<file path="src/rtl/serial_adder_if.sv">
// Operand/result bundle for the bit-serial adder/subtractor.
// The master side issues operands; the slave side returns registered results.
interface serial_adder_if #(
  parameter int WIDTH = 8
);
  logic             start;
  logic             sub;
  logic [WIDTH-1:0] a;
  logic [WIDTH-1:0] b;
  logic             busy;
  logic             done;
  logic [WIDTH-1:0] sum;
  logic             carry;
  logic             overflow;

  modport master (
    output start, sub, a, b,
    input  busy, done, sum, carry, overflow
  );

  modport slave (
    input  start, sub, a, b,
    output busy, done, sum, carry, overflow
  );
endinterface

</file>
<file path="src/rtl/serial_adder.sv">
// Bit-serial add/subtract, one bit per clock, LSB first.
// Subtraction is A + ~B + 1; the carry register is preloaded with the +1.
//
// state | meaning
// IDLE  | waiting for start; operands are sampled on the start edge
// RUN   | one full-adder step per edge, WIDTH steps in total
// DONE  | one-cycle done pulse; results stay held until the next DONE entry
module serial_adder #(
  parameter int WIDTH = 8
) (
  input  logic           clk,
  input  logic           rst,
  serial_adder_if.slave  bus
);

  localparam int CW = $clog2(WIDTH);

  typedef enum logic [1:0] {IDLE, RUN, DONE} state_t;

  state_t           state;
  logic [WIDTH-1:0] sa;
  logic [WIDTH-1:0] sb;
  logic [WIDTH-1:0] res;
  logic             cy;
  logic [CW-1:0]    cnt;
  logic             s_bit;
  logic             c_out;

  assign s_bit = sa[0] ^ sb[0] ^ cy;
  assign c_out = (sa[0] & sb[0]) | (cy & (sa[0] ^ sb[0]));

  always_ff @(posedge clk or posedge rst) begin
    if (rst) begin
      state        <= IDLE;
      sa           <= '0;
      sb           <= '0;
      res          <= '0;
      cy           <= 1'b0;
      cnt          <= '0;
      bus.busy     <= 1'b0;
      bus.done     <= 1'b0;
      bus.sum      <= '0;
      bus.carry    <= 1'b0;
      bus.overflow <= 1'b0;
    end else begin
      case (state)
        IDLE: begin
          if (bus.start) begin
            sa       <= bus.a;
            sb       <= bus.sub ? ~bus.b : bus.b;
            cy       <= bus.sub;
            cnt      <= '0;
            bus.busy <= 1'b1;
            state    <= RUN;
          end
        end
        RUN: begin
          sa  <= sa >> 1;
          sb  <= sb >> 1;
          res <= {s_bit, res[WIDTH-1:1]};
          cy  <= c_out;
          cnt <= cnt + CW'(1);
          // On the MSB step cy is the carry into the MSB, c_out the carry out of it.
          if (cnt == CW'(WIDTH - 1)) begin
            bus.sum      <= {s_bit, res[WIDTH-1:1]};
            bus.carry    <= c_out;
            bus.overflow <= cy ^ c_out;
            bus.busy     <= 1'b0;
            bus.done     <= 1'b1;
            state        <= DONE;
          end
        end
        DONE: begin
          bus.done <= 1'b0;
          state    <= IDLE;
        end
        default: begin
          bus.busy <= 1'b0;
          bus.done <= 1'b0;
          state    <= IDLE;
        end
      endcase
    end
  end

endmodule

</file>
<file path="src/flat_wrapper.sv">
// flat-port wrapper written by rule: the top's interface ports become plain ports
module serial_adder_flat 
#(
  parameter int WIDTH = 8
)
  (clk, rst, bus_start, bus_sub, bus_a, bus_b, bus_busy, bus_done, bus_sum, bus_carry, bus_overflow);
  serial_adder_if #(.WIDTH(WIDTH)) bus_i ();
  input  logic clk;
  input  logic rst;
  input wire logic [$bits(bus_i.start)-1:0] bus_start;
  input wire logic [$bits(bus_i.sub)-1:0] bus_sub;
  input wire logic [$bits(bus_i.a)-1:0] bus_a;
  input wire logic [$bits(bus_i.b)-1:0] bus_b;
  output wire logic [$bits(bus_i.busy)-1:0] bus_busy;
  output wire logic [$bits(bus_i.done)-1:0] bus_done;
  output wire logic [$bits(bus_i.sum)-1:0] bus_sum;
  output wire logic [$bits(bus_i.carry)-1:0] bus_carry;
  output wire logic [$bits(bus_i.overflow)-1:0] bus_overflow;
  assign bus_i.start = bus_start;
  assign bus_i.sub = bus_sub;
  assign bus_i.a = bus_a;
  assign bus_i.b = bus_b;
  assign bus_busy = bus_i.busy;
  assign bus_done = bus_i.done;
  assign bus_sum = bus_i.sum;
  assign bus_carry = bus_i.carry;
  assign bus_overflow = bus_i.overflow;
  serial_adder #(.WIDTH(WIDTH)) u_core (.clk(clk), .rst(rst), .bus(bus_i));
endmodule
</file>
<file path="config.mk">
export PLATFORM = sky130hd
export DESIGN_NAME = serial_adder_flat
export DESIGN_NICKNAME = d
export VERILOG_FILES = /design/src/rtl/serial_adder_if.sv /design/src/rtl/serial_adder.sv /design/src/flat_wrapper.sv
export SDC_FILE = /design/constraint.sdc
export NUM_CORES = 1
export LEC_CHECK = 0
export CAP_MARGIN = 40
export CORE_MARGIN = 2
export CORE_UTILIZATION = 56
export CTS_CLUSTER_DIAMETER = 80
export CTS_CLUSTER_SIZE = 40
export DETAILED_ROUTE_END_ITERATION = 12
export PLACE_DENSITY = 0.91
export REMOVE_ABC_BUFFERS = 1
export SYNTH_ARGS = -nofsm -noshare
export SYNTH_HDL_FRONTEND = slang
export SYNTH_SLANG_ARGS = --single-unit
</file>
<file path="constraint.sdc">
create_clock -name clk -period 2.9 [get_ports clk]
set_input_delay 0.725 -clock clk [delete_from_list [all_inputs] [get_ports clk]]
set_output_delay 0.725 -clock clk [all_outputs]
set_load 0.005 [all_outputs]
</file>
==> results of run 1 <==
-- where the power goes --
part / total [W] / internal, W / switching [W]
clock network: 0.000319 / 0.000141 / 0.000178
registers: 0.000971 / 0.000802 / 0.000168
logic: 0.000798 / 0.000463 / 0.000336
-- cells in the mapped netlist, types with 2 or more instances --
| library cell | count |
|---|---|
| dfrtp_1 | 41 |
| nand2_1 | 18 |
| mux2_2 | 17 |
| o21ai_0 | 13 |
| nor2b_1 | 12 |
| a21oi_1 | 11 |
| a22oi_1 | 8 |
| xor2_1 | 8 |
| a221oi_1 | 7 |
| nor3b_1 | 7 |
| buf_2 | 6 |
| inv_1 | 3 |
| a22o_1 | 2 |
| buf_4 | 2 |
| buf_6 | 2 |
| ha_1 | 2 |
| nor2_1 | 2 |
-- registers in the layout (all words and copies together), names as in the netlist --
signal / cells
u_core.bus.carry: 1
u_core.sb: 8
u_core.bus.done: 1
u_core.res: 7
u_core.cy: 1
u_core.bus.sum: 8
u_core.cnt: 3
u_core.bus.busy: 1
u_core.sa: 8
u_core.bus.overflow: 1
u_core.state: 2
-- metrics by stage --
step | std cells | utilization (%) | setup WS (ns) | power (W) | hold WS [ns]
3_5_place_dp | 239 | 68.1 | 0.427 | 0.00178 | 0.483
4_1_cts | 247 | 70.2 | 0.790 | 0.00210 | 0.513
5_1_grt | 247 | 70.2 | 0.688 | 0.00223 | 0.549
3_3_place_gp | 239 | 68.1 | 0.551 | 0.00171 | 0.471
2_1_floorplan | 156 | - | 0.756 | 0.00142 | 0.453
6_report | 247 | 70.2 | 0.767 | 0.00209 | 0.514
-- kinds of logic after synthesis --
family,after synthesis
AO/OA/AOI/OAI,42
buffers and inverters,15
AND/OR/NAND/NOR,41
adder cells (fa/ha/maj),3
multiplexers,17
flip-flops,41
XOR/XNOR,9
-- cell type report --
class,count,share of cell area (%)
clock inverter,1,0.215
sequential,41,44.1
timing repair buffer,37,15.3
inverter,3,0.484
clock buffer,7,2.80
multi-input combinational,112,34.6
tap,46,2.48
-- worst max-delay path, stage by stage --
cell	delay, ns
clkdlybuf4s50_1	0.70
nor2b_1	0.49
buf_4	0.23
a21oi_1	0.07
o21ai_0	0.18
-- worst max path at each step --
stage | start | end | slack (ns) | cells past startpoint
2_1_floorplan | u_core.state[0]$_DFFE_PP0P_ | u_core.res[1]$_DFFE_PP0N_ | 0.76 | 2
3_3_place_gp | bus_start | u_core.sa[3]$_DFFE_PP0P_ | 0.55 | 5
3_5_place_dp | bus_start | u_core.sa[1]$_DFFE_PP0P_ | 0.43 | 5
4_1_cts | bus_start | u_core.sa[1]$_DFFE_PP0P_ | 0.79 | 5
5_1_grt | bus_start | u_core.sa[2]$_DFFE_PP0P_ | 0.69 | 5
6_report | bus_start | u_core.sa[2]$_DFFE_PP0P_ | 0.77 | 5
-- metal layers --
metal	track usage, %	share of wire (%)
met5	0	0
met4	7.78	2.0
met3	4.86	5.1
met2	37.4	51
met1	26.9	42
==> flow_summary.toml, run 1 <==
[pwr]
ir_drop_v = 0.000336
leakagePower_nw = 1.03
power.density_mw_per_mm2 = 898

[finish]
multi_input_area_sq_um = 805
design_area_sq_mm = 0.00232
diodes = 0
syn_to_final_growth_pct = 21.2
layout_commonest_cell = "dfrtp_1"
final_cell_mix = "dfrtp_1, clkdlybuf4s50_1, nand2_1"
regArea_sq_mm = 0.00103
num-fill-cells = 276
fin_nets = 223
drive_gt1_share_pct = 15.9

[cts]
clkSlewWorstSetupHoldPaths_ns = 0.12
cts.path.max_buffers = 2
cts_num_sinks = 41
htree_levels = 2
holdBufCountCts = 0
numCtsBuffers = 5
ctsResizeCount = 0
cts_root_buf = "clkbuf_4"
cts_setup_buffers = 0
clk_latency_ns = 0.34
cts_tree = "done"

[timing]
post-route-period-util_pct = 73.6
rsz0062_at_grt = "no"
skew_ns = 0.00866
fmax_mhz = 469
slew_headroom_pct = 61.9
tightestPinTransition_ns = 0.571
setup_violations = 0
post-route-min-period_ns = 2.13
tns_ns = 0
drv_slew = 0
hold_viol = 0

[synth]
yosys_warnings = 0
synth_top_area_cell = "dfrtp_1"
synthAdderAreaFrac_pct = 2.35
synth-compound-area-share_pct = 13.9
yosysSeqAreaShare_pct = 53.5
synth_edf_count = 0
synth-xor-area-share_pct = 4.11
synth_mux_area_share_pct = 9.98
syn_area_sq_mm = 0.00192
synth_top_cell_area_share_pct = 53.5
ys_types = 24
synthCells = 168
synth-simple-area-share_pct = 11.6
synth_top_family_by_area = "compound AO/OA/AOI/OAI gates"
synthArstFlopShare_pct = 100
ys_ff_latch = 41
syn_avg_cell_area_sq_um = 11.4
synth_area_leaders = "dfrtp_1, mux2_2, nor2b_1, xor2_1, nand2_1"
ys.flop_type = "dfrtp_1"

[routing]
drtIter0Drc = 55
vias = 1403
ant_nets = 0
drt_wl_total_um = 3900
drc_errors = 0
firstDrtPassIters = 4
avgRoutedWirePerCell_um = 15.8
via_per_inst = 5.68

[worst_setup_path]
path_max_fanout = 11
cp-end-kind = "register"
crit_arrival_ns = 2.40
r2r_start = "u_core.cnt[0]$_DFFE_PP0P_"
r2r_end = "u_core.bus.sum[4]$_DFFE_PP0P_"
cp-start-kind = "input pin"
r2r.worst_path.cells = 4
r2r_slack_ns = 1.13
required_ns = 3.16
critPathKind = "input pin to register"

[floorplan]
core_region_area_sq_mm = 0.00331
start_util_pct = 57.9
die-area_sq_mm = 0.00391
die_x_um = 62.5
dieHeight_um = 62.5
io_pins = 32
num_rows = 21

[global_route]
antenna_found_initial = 0
grt_pass1_vias = 1441
grt_start_max_net_pins = 42
grtUsageTotal_pct = 21.7
grt_overflow = 0
grt_pass1_wl_um = 6650

[placement]
gp_congestion = 0.781
portBuffers = 31
place_hpwl_um = 2750
dpl_cell_area_sq_mm = 0.00225

[worst_hold_path]
min_delay_path_depth = 2
hp-class = "register to register"
min_to = "u_core.sb[1]$_DFFE_PP0P_"
worstHoldStart = "u_core.sb[1]$_DFFE_PP0P_"

[outcome]
outcome = "complete, no violations"

[run]
maxCapViolations = 0
Power figures use the tool's default switching activity.
==> run 2: changes to the inputs <==
- CORE_UTILIZATION: 56 -> 47
- PLACE_DENSITY: 0.91 -> 0.83
- clock period: 2.9 -> 1.8 ns (I/O delays scaled with it)
==> flow_summary.toml, run 2 (synthesis gave the netlist of run 1 again) <==
[finish]
syn_to_final_growth_pct = 26.7
num-fill-cells = 336
drive_gt1_share_pct = 17.1
top_regs = "u_core.bus.sum (8), u_core.sa (8), u_core.sb (8)"
fin_nets = 227
design_area_sq_mm = 0.00243
regArea_sq_mm = 0.00103
layout_commonest_cell = "dfrtp_1"
final_cell_mix = "dfrtp_1, clkdlybuf4s50_1, nand2_1"
multi_input_area_sq_um = 805
diodes = 0

[cts]
cts_tree = "done"
numCtsBuffers = 5
ctsResizeCount = 0
cts_setup_buffers = 0
cts_num_sinks = 41
clk_latency_ns = 0.29
clkSlewWorstSetupHoldPaths_ns = 0.08
holdBufCountCts = 0
cts_root_buf = "clkbuf_8"
cts.path.max_buffers = 2
htree_levels = 2

[worst_setup_path]
r2r_slack_ns = 0.22
required_ns = 1.35
cp-start-kind = "register"
timing.critical_path.buf_inv = 1
crit_chain = "clkdlybuf4s50_1"
crit_family = "buffers and inverters"
critPathMaxStageDelay_ns = 0.51
cpMaxStageDelayCell = "clkdlybuf4s50_1"
path_max_fanout = 3
crit_arrival_ns = 1.17
cp-end-kind = "output pin"
critPathKind = "register to output pin"

[pwr]
swShare_pct = 29.7
p_seq_share_pct = 43.1
ir_drop_v = 0.000564
internal_power_w = 0.00252
power.density_mw_per_mm2 = 1470
finalPower_w = 0.00358
p_comb_share_pct = 35.8
clock_power_share_pct = 21.1
p_sw_w = 0.00107
leakagePower_nw = 1.07

[floorplan]
die_x_um = 67.9
die-area_sq_mm = 0.00461
start_util_pct = 48.3
io_pins = 32
dieHeight_um = 67.9
num_rows = 23
core_region_area_sq_mm = 0.00397

[routing]
via_per_inst = 5.44
firstDrtPassIters = 4
avgRoutedWirePerCell_um = 14.1
drt_wl_total_um = 3590
drc_errors = 0
vias = 1388
drtIter0Drc = 90
ant_nets = 0

[timing]
setup_slack_ns = 0.183
post-route-min-period_ns = 1.62
rsz0062_at_grt = "no"
slew_headroom_pct = 69.5
tightestPinTransition_ns = 0.455
skew_ns = 0.00451
setup_violations = 0
fmax_mhz = 618
drv_slew = 0
hold_viol = 0
post-route-period-util_pct = 89.8

[placement]
dpl_cell_area_sq_mm = 0.00231
gp_congestion = 0.791
pre_cts_ws_ns = 0.0111
place_hpwl_um = 2430
portBuffers = 31

[global_route]
grt_pass1_wl_um = 6270
grt_pass1_vias = 1448
grtUsageTotal_pct = 18.2
grt_start_max_net_pins = 42
grt_overflow = 0
antenna_found_initial = 0

[run]
maxCapViolations = 0

[outcome]
outcome = "complete, no violations"

[worst_hold_path]
hp-class = "register to register"
run 2: changes by cell type in the layout (fill, tap and decap cells not counted), sizes merged:
cell | previous run | this run
buf | 6 | 10
bufinv | 0 | 1
clkinv | 1 | 0
run 2: per-stage QoR:
step | util (%) | setup TNS, ns | hold WS [ns] | instances
after CTS | 61.2 | 0 | 0.498 | 255
final | 61.2 | 0 | 0.489 | 255
after global placement | 58.3 | 0 | 0.467 | 247
after detailed placement | 58.3 | 0 | 0.481 | 247
after global routing | 61.2 | 0 | 0.516 | 255
after floorplan | - | -5.32 | 0.453 | 156
run 2: power groups by stage:
stage	Sequential, W	Clock, W	Combinational (W)
detailed placement	0.00156	0	0.00130
global route	0.00160	0.000815	0.00143
finish	0.00154	0.000757	0.00128
global placement	0.00154	0	0.00124
floorplan	0.00154	0	0.000736
CTS	0.00154	0.000775	0.00130
run 2: worst reg2reg max path, stage by stage (launching register included):
cell,delay [ns]
dfrtp_1,0.39
ha_1,0.20
ha_1,0.21
nand3b_1,0.09
buf_4,0.21
mux2_2,0.36
run 2: layer usage:
layer / wire (um) / vias to the layer above / GRT usage (%)
li1: - / 664 / -
met1: 1610 / 686 / 21.8
met2: 1780 / 31 / 31.7
met3: 150 / 7 / 4.11
met4: 44 / 0 / 7.25
met5: 0 / - / 0
run 2: area by class of cell:
cell class	count	area share, %
Timing Repair Buffer	41	16.9
Clock buffer	7	3.55
Multi-Input combinational cell	112	33.1
Tap cell	50	2.57
Sequential cell	41	42.2
Inverter	3	0.463
Clock inverter	1	1.24
run 2: final timing paths:
check,from,end,cells past startpoint
min,u_core.bus.overflow$_DFFE_PP0P_,u_core.bus.overflow$_DFFE_PP0P_,2
max,u_core.bus.busy$_DFFE_PP0P_,bus_busy,1
min reg2reg,u_core.bus.overflow$_DFFE_PP0P_,u_core.bus.overflow$_DFFE_PP0P_,2
min in group asynchronous,rst,u_core.sa[4]$_DFFE_PP0P_,3
max in group asynchronous,rst,u_core.sb[1]$_DFFE_PP0P_,3
max reg2reg,u_core.cnt[0]$_DFFE_PP0P_,u_core.bus.sum[6]$_DFFE_PP0P_,5
==> run 3: changes to the inputs <==
- CORE_UTILIZATION: 47 -> 52
- PLACE_DENSITY: 0.83 -> 0.86
- clock period: 1.8 -> 1.5 ns (I/O delays scaled with it)
==> flow_summary.toml, run 3 (synthesis gave the netlist of run 1 again) <==
[pwr]
leakagePower_nw = 1.15
power.density_mw_per_mm2 = 1710
ir_drop_v = 0.000682

[worst_setup_path]
required_ns = 1.67
cp-start-kind = "register"
critPathMaxStageDelay_ns = 0.40
cpMaxStageDelayCell = "dfrtp_1"
path_max_fanout = 12
crit_arrival_ns = 1.66
crit_chain = "ha_2 -> ha_4 -> nand3b_1 -> buf_12 -> mux2_2"
critPathKind = "register to register"
cp-end-kind = "register"

[floorplan]
num_rows = 22
dieHeight_um = 64.7
start_util_pct = 53.2
io_pins = 32
core_region_area_sq_mm = 0.00361
die_x_um = 64.7
die-area_sq_mm = 0.00419

[finish]
syn_to_final_growth_pct = 30.3
diodes = 0
layout_commonest_cell = "dfrtp_1"
drive_gt1_share_pct = 22.0
top_regs = "u_core.bus.sum (8), u_core.sa (8), u_core.sb (8)"
final_cell_mix = "dfrtp_1, clkdlybuf4s50_1, nand2_1"
fin_nets = 236
fin_util_pct = 69.3
design_area_sq_mm = 0.00250
num-fill-cells = 284
finalNonFillerCells = 262

[placement]
dpl_cell_area_sq_mm = 0.00234
place_hpwl_um = 2530
portBuffers = 31
pre_cts_ws_ns = -0.193
dp_cells = 249
gp_congestion = 0.751

[global_route]
grt_pass1_wl_um = 6270
grt_start_max_net_pins = 42
grtUsageTotal_pct = 19.5
grt_overflow = 0
antenna_found_initial = 0
grt_pass1_vias = 1408

[routing]
vias = 1412
drt_wl_total_um = 3650
avgRoutedWirePerCell_um = 13.9
drtIter0Drc = 59
ant_nets = 0
drc_errors = 0
firstDrtPassIters = 4
via_per_inst = 5.39

[timing]
slew_headroom_pct = 79.1
post-route-min-period_ns = 1.49
drv_slew = 0
tns_ns = 0
rsz0062_at_grt = "yes"
skew_ns = 0.00521
setup_slack_ns = 0.0144
fmax_mhz = 673
setup_violations = 0
tightestPinTransition_ns = 0.313
hold_viol = 0
post-route-period-util_pct = 99.0

[cts]
holdBufCountCts = 0
cts_num_sinks = 41
clkSlewWorstSetupHoldPaths_ns = 0.07
clk_latency_ns = 0.29
numCtsBuffers = 5
cts.path.max_buffers = 2
cts_root_buf = "clkbuf_8"
htree_levels = 2
cts_tree = "done"

[run]
maxCapViolations = 0

[worst_hold_path]
hp-class = "input pin to async pin"

[outcome]
outcome = "complete, no violations"
==> run 3: cell count changes in the layout (fill, tap and decap cells not counted), moves of 2 or more <==
cell             before  now
dlygate4sd2_1         0   12
clkdlybuf4s50_1      31   19
mux2_4                0    3
ha_1                  2    0
mux2_2               17   14
buf_4                 8   17
==> run 3: area by class of cell <==
class	instances	area [sq um]	share of cell area, %
clock buffer	7	96.3	3.86
clock inverter	1	5.00	0.200
inverter	3	11.3	0.451
multi-input combinational	112	837	33.5
sequential	41	1030	41.1
tap	48	60.1	2.40
timing repair buffer	50	463	18.5
==> run 3: metrics by stage <==
| stage | hold slack (ns) | total power, W |
|---|---|---|
| 6_report | 0.444 | 0.00428 |
| 5_1_grt | 0.470 | 0.00462 |
| 4_1_cts | 0.451 | 0.00426 |
| 3_5_place_dp | 0.480 | 0.00351 |
| 3_3_place_gp | 0.466 | 0.00338 |
| 2_1_floorplan | 0.453 | 0.00274 |
==> run 3: path summary, 6_finish.rpt <==
kind / startpoint / to / slack (ns) / cells past startpoint
worst min-delay path: rst / u_core.bus.busy$_DFFE_PP0P_ / 0.44 / 3
worst min register to register: u_core.sb[3]$_DFFE_PP0P_ / u_core.sb[3]$_DFFE_PP0P_ / 0.50 / 2
min in group clk: u_core.sb[3]$_DFFE_PP0P_ / u_core.sb[3]$_DFFE_PP0P_ / 0.50 / 2
max in group asynchronous: rst / u_core.res[4]$_DFFE_PP0N_ / 0.86 / 3
worst max-delay path: u_core.cnt[0]$_DFFE_PP0P_ / u_core.bus.sum[5]$_DFFE_PP0P_ / 0.01 / 5
worst max register to register: u_core.cnt[0]$_DFFE_PP0P_ / u_core.bus.sum[5]$_DFFE_PP0P_ / 0.01 / 5
==> run 3: what timing repair did <==
| action | 4_1_cts | 5_1_grt |
|---|---|---|
| setup endpoints to repair | 21 | 16 |
| setup buffers | 5 | 0 |
| gates resized for setup | 14 | 5 |
| gates cloned | 0 | 0 |
==> run 3: worst max-delay path: cells and delay by family, from the launching register on <==
kind | cells | cell delay, ns
flops | 1 | 0.40
fa+ha+maj | 2 | 0.36
mux | 1 | 0.33
buf+inv | 1 | 0.15
simple gates | 1 | 0.12
==> run 3: power breakdown <==
part	switching [W]	internal (W)
sequential	0.000295	0.00156
combinational	0.000675	0.000974
clock	0.000360	0.000415
total	0.00133	0.00295
==> run 3: layer usage <==
metal | track usage (%) | share of wire, % | vias up
met5 | 0 | 0 | -
met4 | 7.45 | 0.99 | 0
met3 | 4.51 | 5.1 | 4
met2 | 32.2 | 51 | 41
met1 | 25.0 | 43 | 690
li1 | - | - | 677
